--- config.mk ---
export PLATFORM = sky130hd
export DESIGN_NAME = alu_nibble_sequencer_flat
export DESIGN_NICKNAME = d
export VERILOG_FILES = /design/src/rtl/alu_seq_pkg.sv /design/src/rtl/alu_nibble_sequencer_if.sv /design/src/rtl/alu_74181.sv /design/src/rtl/alu_nibble_sequencer.sv /design/src/flat_wrapper.sv
export SDC_FILE = /design/constraint.sdc
export NUM_CORES = 1
export LEC_CHECK = 0
export CAP_MARGIN = 20
export CORE_MARGIN = 4
export CORE_UTILIZATION = 30
export CTS_BUF_LIST = sky130_fd_sc_hd__clkbuf_16
export CTS_CLUSTER_SIZE = 40
export DETAILED_ROUTE_END_ITERATION = 7
export GPL_ROUTABILITY_DRIVEN = 0
export PLACE_DENSITY = 0.48
export REMOVE_ABC_BUFFERS = 1
export SLEW_MARGIN = 20
export SYNTH_ARGS = -nofsm -noshare
export SYNTH_HDL_FRONTEND = slang
export SYNTH_SLANG_ARGS = --single-unit
--- constraint.sdc ---
create_clock -name clk -period 3.9 [get_ports clk]
set_clock_uncertainty 0.15 [all_clocks]
set_input_delay 0.78 -clock clk [delete_from_list [all_inputs] [get_ports clk]]
set_output_delay 0.78 -clock clk [all_outputs]
set_load 0.01 [all_outputs]
--- src/rtl/alu_seq_pkg.sv ---
// Shared types and constants for the nibble-serial 74181 sequencer.
// Holds the FSM state type, the slice width and named function selects.
package alu_seq_pkg;

   localparam int NIBBLE_W = 4;

   typedef enum logic [0:0] {
      IDLE = 1'b0,
      RUN  = 1'b1
   } state_t;

   // S codes; ADD and SUB run with M=0, XOR runs with M=1
   localparam logic [3:0] S_ADD = 4'b1001;
   localparam logic [3:0] S_SUB = 4'b0110;
   localparam logic [3:0] S_XOR = 4'b0110;

endpackage

--- src/rtl/alu_nibble_sequencer_if.sv ---
// Request/result bundle for the nibble sequencer.
// master: start, a, b, s, m, c_in -> ; <- busy, done, f, c_out, equal
interface alu_nibble_sequencer_if #(
   parameter int NIBBLES = 2
);
   import alu_seq_pkg::*;

   localparam int W = NIBBLE_W * NIBBLES;

   logic         start;
   logic [W-1:0] a;
   logic [W-1:0] b;
   logic [3:0]   s;
   logic         m;
   logic         c_in;
   logic         busy;
   logic         done;
   logic [W-1:0] f;
   logic         c_out;
   logic         equal;

   modport master (
      output start, a, b, s, m, c_in,
      input  busy, done, f, c_out, equal
   );

   modport slave (
      input  start, a, b, s, m, c_in,
      output busy, done, f, c_out, equal
   );

endinterface

--- src/rtl/alu_74181.sv ---
// Combinational 4-bit 74181 ALU slice, active-high data.
// Ports: a, b, s, m, cn (1 = no carry) -> f, cn4 (0 = carry), aeqb.
module alu_74181 (
   input  logic [3:0] a,
   input  logic [3:0] b,
   input  logic [3:0] s,
   input  logic       m,
   input  logic       cn,
   output logic [3:0] f,
   output logic       cn4,
   output logic       aeqb
);

   logic [3:0] t1;
   logic [3:0] t2;
   logic [4:0] sum;

   // The two per-bit terms of the 74181: every arithmetic
   // function is t1 + t2 + carry, every logic function is
   // the carry-free sum bit inverted.
   assign t1 = a | (b & {4{s[0]}}) | (~b & {4{s[1]}});
   assign t2 = (a & ~b & {4{s[2]}}) | (a & b & {4{s[3]}});

   assign sum  = {1'b0, t1} + {1'b0, t2} + {4'b0, ~cn};
   assign f    = m ? ~(t1 ^ t2) : sum[3:0];
   // Carry output is produced in either mode, as on the part
   assign cn4  = ~sum[4];
   assign aeqb = &f;

endmodule

--- src/rtl/alu_nibble_sequencer.sv ---
// Runs a W-bit 74181 operation one nibble per enabled clock.
// Ports: clk, rstb (async low), ena (clock enable), bus (slave).
module alu_nibble_sequencer
   import alu_seq_pkg::*;
#(
   parameter int NIBBLES = 2
) (
   input  logic clk,
   input  logic rstb,
   input  logic ena,
   alu_nibble_sequencer_if.slave bus
);

   localparam int W  = NIBBLE_W * NIBBLES;
   localparam int IW = (NIBBLES > 1) ? $clog2(NIBBLES) : 1;
   localparam logic [IW-1:0] LAST = IW'(NIBBLES - 1);

   state_t         state;
   logic [IW-1:0]  idx;
   logic           carry;
   logic           eq_acc;
   logic [W-1:0]   op_a;
   logic [W-1:0]   op_b;
   logic [3:0]     op_s;
   logic           op_m;
   logic [W-1:0]   f_work;
   logic [W-1:0]   f_q;
   logic           c_out_q;
   logic           equal_q;
   logic           done_q;

   logic [3:0]     nib_a;
   logic [3:0]     nib_b;
   logic [3:0]     sl_f;
   logic           sl_co;
   logic           sl_eq;
   logic [W-1:0]   f_next;

   assign nib_a = op_a[NIBBLE_W*idx +: NIBBLE_W];
   assign nib_b = op_b[NIBBLE_W*idx +: NIBBLE_W];

   alu_74181 u_slice (
      .a    (nib_a),
      .b    (nib_b),
      .s    (op_s),
      .m    (op_m),
      .cn   (carry),
      .f    (sl_f),
      .cn4  (sl_co),
      .aeqb (sl_eq)
   );

   // Working result with the current nibble merged in
   always_comb begin
      f_next = f_work;
      f_next[NIBBLE_W*idx +: NIBBLE_W] = sl_f;
   end

   always_ff @(posedge clk or negedge rstb) begin
      if (!rstb) begin
         state   <= IDLE;
         idx     <= '0;
         carry   <= 1'b0;
         eq_acc  <= 1'b0;
         op_a    <= '0;
         op_b    <= '0;
         op_s    <= '0;
         op_m    <= 1'b0;
         f_work  <= '0;
         f_q     <= '0;
         c_out_q <= 1'b0;
         equal_q <= 1'b0;
         done_q  <= 1'b0;
      end else if (ena) begin
         done_q <= 1'b0;
         unique case (state)
            IDLE: begin
               if (bus.start) begin
                  op_a   <= bus.a;
                  op_b   <= bus.b;
                  op_s   <= bus.s;
                  op_m   <= bus.m;
                  carry  <= bus.c_in;
                  idx    <= '0;
                  eq_acc <= 1'b1;
                  state  <= RUN;
               end
            end
            RUN: begin
               f_work <= f_next;
               carry  <= sl_co;
               eq_acc <= eq_acc & sl_eq;
               if (idx == LAST) begin
                  f_q     <= f_next;
                  c_out_q <= sl_co;
                  equal_q <= eq_acc & sl_eq;
                  done_q  <= 1'b1;
                  state   <= IDLE;
               end else begin
                  idx <= idx + 1'b1;
               end
            end
         endcase
      end
   end

   assign bus.busy  = (state == RUN);
   assign bus.done  = done_q;
   assign bus.f     = f_q;
   assign bus.c_out = c_out_q;
   assign bus.equal = equal_q;

endmodule

--- src/flat_wrapper.sv ---
// flat-port wrapper written by rule: the top's interface ports become plain ports
module alu_nibble_sequencer_flat import alu_seq_pkg::*;
#(
   parameter int NIBBLES = 2
)
  (clk, rstb, ena, bus_start, bus_a, bus_b, bus_s, bus_m, bus_c_in, bus_busy, bus_done, bus_f, bus_c_out, bus_equal);
  alu_nibble_sequencer_if #(.NIBBLES(NIBBLES)) bus_i ();
  input  logic clk;
  input  logic rstb;
  input  logic ena;
  input wire logic [$bits(bus_i.start)-1:0] bus_start;
  input wire logic [$bits(bus_i.a)-1:0] bus_a;
  input wire logic [$bits(bus_i.b)-1:0] bus_b;
  input wire logic [$bits(bus_i.s)-1:0] bus_s;
  input wire logic [$bits(bus_i.m)-1:0] bus_m;
  input wire logic [$bits(bus_i.c_in)-1:0] bus_c_in;
  output wire logic [$bits(bus_i.busy)-1:0] bus_busy;
  output wire logic [$bits(bus_i.done)-1:0] bus_done;
  output wire logic [$bits(bus_i.f)-1:0] bus_f;
  output wire logic [$bits(bus_i.c_out)-1:0] bus_c_out;
  output wire logic [$bits(bus_i.equal)-1:0] bus_equal;
  assign bus_i.start = bus_start;
  assign bus_i.a = bus_a;
  assign bus_i.b = bus_b;
  assign bus_i.s = bus_s;
  assign bus_i.m = bus_m;
  assign bus_i.c_in = bus_c_in;
  assign bus_busy = bus_i.busy;
  assign bus_done = bus_i.done;
  assign bus_f = bus_i.f;
  assign bus_c_out = bus_i.c_out;
  assign bus_equal = bus_i.equal;
  alu_nibble_sequencer #(.NIBBLES(NIBBLES)) u_core (.clk(clk), .rstb(rstb), .ena(ena), .bus(bus_i));
endmodule
==> results of run 1 <==
[synth_stat cells]
cell type,number
dfrtp_1,40
nand2_1,31
mux2_4,20
mux2i_1,17
o21ai_0,7
inv_1,6
nor2_1,6
ha_1,4
a21oi_1,3
buf_6,3
mux2_2,3
a21o_1,2
buf_2,2
buf_4,2
clkbuf_1,2
fa_1,2
nor2b_1,2
nor3b_1,2
a211oi_2,1
a21boi_0,1
and3_1,1
and4bb_2,1
nand2_2,1
nand2b_1,1
nand3_1,1
o211ai_1,1
o21ai_1,1
o22ai_1,1
o31ai_1,1
or2_1,1
or2_4,1
xnor2_1,1
xor2_2,1
[per-layer routing]
metal  wire length (um)  track usage [%]  vias up
li1                   -                -      648
met2               1930             17.3       29
met4                 12             2.30        0
met3                214             3.58        2
met1               1730             12.8      622
met5                  0                0        -
[worst min path at each step]
stage               slack, ps              end              from
finish                    320  u_core.bus.f[0]  u_core.f_work[0]
global route              340  u_core.bus.f[3]  u_core.f_work[3]
CTS                       320  u_core.bus.f[0]  u_core.f_work[0]
detailed placement        310  u_core.bus.f[0]  u_core.f_work[0]
global placement          300  u_core.bus.f[0]  u_core.f_work[0]
floorplan                 280  u_core.bus.f[1]  u_core.f_work[1]
[where the power goes]
| part | switching, mW | internal, mW | total [mW] |
|---|---|---|---|
| registers | 0.148 | 0.621 | 0.768 |
| logic | 0.562 | 0.625 | 1.19 |
| clock network | 0.159 | 0.431 | 0.590 |
| total | 0.869 | 1.68 | 2.55 |
[tightest hold or removal path, stage by stage (launching register included)]
cell     delay (ps)
dfrtp_1         340
nand2_1          50
nand2_1          50
[stage by stage]
stage | instance area [um^2] | util (%) | hold slack [ps] | cells
3_3_place_gp | 2440 | 37.8 | 302 | 275
5_1_grt | 2660 | 41.1 | 337 | 283
4_1_cts | 2660 | 41.1 | 321 | 283
6_report | 2660 | 41.1 | 318 | 283
3_5_place_dp | 2440 | 37.8 | 306 | 275
2_1_floorplan | 1970 | - | 283 | 160
[flip-flops by register name, summed over array words and instances (netlist names)]
name              flops
u_core.op_m           1
u_core.op_b           8
u_core.bus.busy       1
u_core.bus.c_out      1
u_core.op_s           4
u_core.carry          1
u_core.bus.equal      1
u_core.idx            1
u_core.eq_acc         1
u_core.f_work         4
u_core.op_a           8
u_core.bus.f          8
u_core.bus.done       1
[cell families (layout without fill, tap and decap cells)]
group	count (synthesis)	after routing
adder cells (fa/ha/maj)	6	6
AO/OA/AOI/OAI	18	18
XOR/XNOR	2	2
buffers and inverters	15	52
multiplexers	40	40
flip-flops	40	40
AND/OR/NAND/NOR	48	48
[layout make-up]
class | count | area, um^2 | share of cell area [%]
clock buffers | 5 | 125 | 4.71
clock inverters | 3 | 90.1 | 3.39
inverters | 6 | 22.5 | 0.848
multi-input cells | 114 | 948 | 35.7
flip-flops and latches | 40 | 1000 | 37.7
well taps | 77 | 96.3 | 3.63
repair buffers | 38 | 373 | 14.0
==> metrics.md, run 1 <==
| Metric | Value |
|---|---|
| MaxCap Viol Count | 0 |
| Initial antenna violation count | 0 |
| Total Routing Usage GR | 10.3% |
| Area leader, netlist | dfrtp_1 |
| WP depth | 9 |
| Worst path top cell family by delay | adder cells |
| PortBufs | 37 |
| CP Class | flop to flop |
| Die height | 90.4 um |
| DP Wirelength | 2960 um |
| Critical R2R Launch | u_core.idx |
| Ports | 38 |
| Setup ws final | 1130 ps |
| Count of cell types in the netlist | 33 |
| Setup crit end | u_core.bus.equal |
| Via Count | 1301 |
| CTS Buf Count | 5 |
| Status | complete, no violations |
| RSZ-0062 raised after global routing | false |
| Slowest-stage cell, CP | fa_1 |
| Setup TNS | 0 ps |
| Fmax | 0.361 GHz |
| Commonest non-fill, non-tap cell in the layout | dfrtp_1 |
| 1st-pass router iterations | 6 |
| Share of cells above drive strength 1 | 18.4% |
| Remaining DRCs | 0 |
| Post-route ant nets | 0 |
| Leakage power | 1.29 nW |
| Fin. max-slew vios | 0 |
| Core box area | 6460 um^2 |
| P per Cell Area | 958 nW/um^2 |
| Worst hold path type | flop to flop |
| CP Capture Type | flop |
| Max-slew headroom at the worst pin | 42.2% |
| Final setup vio count | 0 |
| Fillers | 612 |
| Grt total ovfl | 0 |
| Tmin final | 2770 ps |
| Clock Latency Late Sink | 280 ps |
| Largest net degree at the start of global routing | 41 |
| First-pass GRT wire length | 6970 um |
| Postcts setup bufs | 0 |
| CTS tree | built |
| Post-synthesis mux area share | 24.7% |
| VDD IR-drop max | 0.362 mV |
| Worst Hold Path Cells | 2 |
| Cell area after synthesis | 2040 um^2 |
| R2r endpoint | u_core.bus.equal |
| Crit path cell chain | mux2i_1 > mux2i_1 > nand2_1 > fa_1 > inv_1 > fa_1 > nor3b_1 > o211ai_1 > o31ai_1 |
| Vias per inst | 4.60 |
| Routed WL per cell | 13.7 um |
| R2R depth | 9 |
| Register clock-pin slew on the reported worst setup and hold paths | 60 ps |
| Reg2reg setup slack | 1130 ps |
| Max incr delay on CP | 450 ps |
| Root Driver | clkbuf_16 |
| Adder-cell area share of the yosys netlist | 4.42% |
| Startpoint Class | flop |
| Post-Route WL | 3890 um |
| Vias in the first global route | 1472 |
| PnR Total Power | 2.55 mW |
| Seq cells post-synth | 40 |
| Clk sink count | 40 |
| Post-CTS sizing | 0 |
| Final net count | 237 |
| Main combinational cell family by area after synthesis | multiplexers |
| Initial DRC count | 30 |
| Max Root-Sink Buffers | 2 |
| Highest net fanout along the worst path | 2 |
| H-tree depth | 2 |
| # diodes | 0 |
| Critical Path AT | 2800 ps |
| Worst-Margin Slew | 867 ps |
| Synth Area in Compound Gates | 5.46% |
| Critical path buffers and inverters | 1 |
| Row count | 29 |
| Largest cells by area after synthesis | dfrtp_1 (49%), mux2_4 (15%), mux2i_1 (8.3%) |
| Tcrit/Tclk final | 71.0% |
| Synth Warn # | 0 |
| Pre-CTS WS | 1150 ps |
| Synth top area share | 49.1% |
| Starting Density | 31.6% |
| CP startpoint | u_core.idx |
| Simple-gate portion of the synthesized area | 10.7% |
| Register area share after synthesis | 49.1% |
| Mapped Avg Cell Area | 12.1 um^2 |
| Most frequent cells in the layout | dfrtp_1 (40), clkdlybuf4s50_1 (36), nand2_1 (31), mux2_4 (20), mux2i_1 (17) |
| Area delta synth->final | 30.3% |
| Die footprint | 8180 um^2 |
| Critical Path RT | 3930 ps |
| Die X-Extent | 90.4 um |
| Post-synthesis xor/xnor area fraction | 1.23% |
| Mapped Cells | 169 |
| CTS Hold Bufs | 0 |
| Final hold violation count | 0 |
No activity file was read; power rests on OpenSTA's default activity.
==> inputs of run 2 (changes only) <==
Settings changed: PLACE_DENSITY 0.48 to 0.5.
Clock period 3.9 ns to 2.53 ns, I/O delays scaled along.
==> run 2 against run 1 <==
  * The flow now finishes with violations (negative setup slack)
  * Flip-flop and latch count unchanged
  * Critical endpoint is now u_core.eq_acc
  * Setup slack got worse by 1200 ps
  * Clock power fell by 1%
  * Non-clock buffer count rose by 19
  * Combinational power rose by 110%
  * Global-route usage about the same
  * Die area is the same
==> metrics.md, run 2 (same netlist as run 1, synthesis figures left out) <==
| Metric | Value |
|---|---|
| Grt total ovfl | 0 (unchanged) |
| H-tree depth | 2 (unchanged) |
| VDD IR-drop max | 0.472 mV (was 0.362 mV) |
| Starting Density | 31.6% (unchanged) |
| Die footprint | 8180 um^2 (unchanged) |
| WP depth | 10 (was 9) |
| Startpoint Class | flop (unchanged) |
| Area delta synth->final | 37.0% (was 30.3%) |
| Clock Latency Late Sink | 280 ps (about the same) |
| Largest net degree at the start of global routing | 22 (was 41) |
| Clk sink count | 40 (unchanged) |
| Finished Cell Area | 2790 um^2 (was 2660 um^2) |
| Vias in the first global route | 1387 (was 1472) |
| CP Capture Type | flop (unchanged) |
| Commonest non-fill, non-tap cell in the layout | dfrtp_1 (unchanged) |
| Total Routing Usage GR | 10.3% (about the same) |
| Util after Layout | 43.2% (was 41.1%) |
| CP Class | flop to flop (unchanged) |
| Worst path top cell family by delay | compound AO/OA/AOI/OAI gates (was adder cells) |
| CTS Buf Count | 5 (unchanged) |
| DP Wirelength | 2910 um (was 2960 um) |
| Failing checks | negative setup slack |
| Highest net fanout along the worst path | 7 (was 2) |
| Root Driver | clkbuf_16 (unchanged) |
| Max incr delay on CP | 370 ps (was 450 ps) |
| Leakage power | 1.35 nW (was 1.29 nW) |
| RSZ-0062 raised after global routing | true (was false) |
| Post-Place Cell Area | 2550 um^2 (was 2440 um^2) |
| Worst hold path type | input port to async pin (was flop to flop) |
| Vias per inst | 4.40 (was 4.60) |
| Initial antenna violation count | 0 (unchanged) |
| Final setup vio count | 6 (was 0) |
| Register clock-pin slew on the reported worst setup and hold paths | 60 ps (about the same) |
| Final hold violation count | 0 (unchanged) |
| Register area | 1000 um^2 (unchanged) |
| Tcrit/Tclk final | 104% (was 71.0%) |
| First-pass GRT wire length | 6780 um (was 6970 um) |
| Die X-Extent | 90.4 um (unchanged) |
| Max Root-Sink Buffers | 2 (unchanged) |
| Initial DRC count | 44 (was 30) |
| Crit path cell chain | buf_4 > mux2i_1 > buf_4 > mux2i_1 > nand2_1 > ha_1 > a21o_1 > a211oi_2 > xor2_2 > o22ai_1 (was mux2i_1 > mux2i_1 > nand2_1 > fa_1 > inv_1 > fa_1 > nor3b_1 > o211ai_1 > o31ai_1) |
| Critical path buffers and inverters | 2 (was 1) |
| Tmin final | 2640 ps (was 2770 ps) |
| Post-route ant nets | 0 (unchanged) |
| Critical Path RT | 2530 ps (was 3930 ps) |
| PortBufs | 37 (unchanged) |
| Multi-input gate area | 1020 um^2 (was 948 um^2) |
| Worst-Margin Slew | 412 ps (was 867 ps) |
| Fillers | 628 (was 612) |
| Final net count | 256 (was 237) |
| P per Cell Area | 1500 nW/um^2 (was 958 nW/um^2) |
| Share of cells above drive strength 1 | 29.8% (was 18.4%) |
| Status | finished with violations (was complete, no violations) |
| Max-slew headroom at the worst pin | 72.5% (was 42.2%) |
| R2R depth | 10 (was 9) |
| CTS tree | built (unchanged) |
| Fmax | 0.379 GHz (was 0.361 GHz) |
| # diodes | 0 (unchanged) |
| Fin. max-slew vios | 0 (unchanged) |
| Most frequent cells in the layout | dfrtp_1 (40), clkdlybuf4s50_1 (36), nand2_1 (31), mux2_4 (21), buf_4 (20) (was dfrtp_1 (40), clkdlybuf4s50_1 (36), nand2_1 (31), mux2_4 (20), mux2i_1 (17)) |
| Row count | 29 (unchanged) |
| Core box area | 6460 um^2 (unchanged) |
| Post-Route WL | 3900 um (was 3890 um) |
| CTS Hold Bufs | 0 (unchanged) |
| 1st-pass router iterations | 4 (was 6) |
| Setup ws final | -108 ps (was 1130 ps) |
| Die height | 90.4 um (unchanged) |
| Critical Path AT | 2640 ps (was 2800 ps) |
| MaxCap Viol Count | 0 (unchanged) |
| Remaining DRCs | 0 (unchanged) |
| Ports | 38 (unchanged) |
| Routed WL per cell | 12.9 um (was 13.7 um) |
| Slowest-stage cell, CP | dfrtp_1 (was fa_1) |
| Via Count | 1330 (was 1301) |
run 2: what timing repair did:
action	in CTS	in global routing
endpoints found under the setup margin	8	10
setup buffers	2	2
gates resized for setup	6	12
pin swaps	8	3
cloned	0	0
run 2: routing by layer:
metal	up-vias	track usage, %	part of all wire (%)	wire length, um
li1	687	-	-	-
met4	0	3.06	1.1	41
met5	-	0	0	0
met1	605	14.1	50	1960
met3	7	3.08	4.9	190
met2	31	15.7	44	1700
run 2: power breakdown:
group	internal (mW)	total, mW	switching [mW]
clock network	0.354	0.583	0.229
logic	1.42	2.45	1.03
registers	0.957	1.17	0.213
total	2.73	4.20	1.47
run 2: final cells by class:
cell class / instances / share of cell area (%)
Timing Repair Buffer: 57 / 18.5
Tap cell: 77 / 3.45
Clock inverter: 3 / 0.403
Sequential cell: 40 / 35.9
Clock buffer: 5 / 4.48
Multi-Input combinational cell: 114 / 36.5
Inverter: 6 / 0.807
run 2: per-stage QoR:
stage | setup WS (ps) | total power [mW] | hold slack, ps | cells | TNS, ps
floorplan | -321 | 2.46 | 60.4 | 160 | -1120
global placement | -144 | 3.25 | 299 | 290 | -447
detailed placement | -265 | 3.27 | 301 | 290 | -986
CTS | -146 | 3.97 | 54.4 | 300 | -624
global route | -319 | 4.56 | 71.6 | 302 | -1610
finish | -108 | 4.20 | 50.0 | 302 | -458
run 2: worst paths after layout:
path | slack, ps | to | startpoint
hold reg to reg | 320 | u_core.bus.f[2] | u_core.f_work[2]
setup / recovery | -110 | u_core.eq_acc | u_core.idx
min in group clk | 320 | u_core.bus.f[2] | u_core.f_work[2]
max in group asynchronous | 1960 | u_core.op_s[3] | rstb
setup reg to reg | -110 | u_core.eq_acc | u_core.idx
hold / removal | 50 | u_core.bus.done | rstb
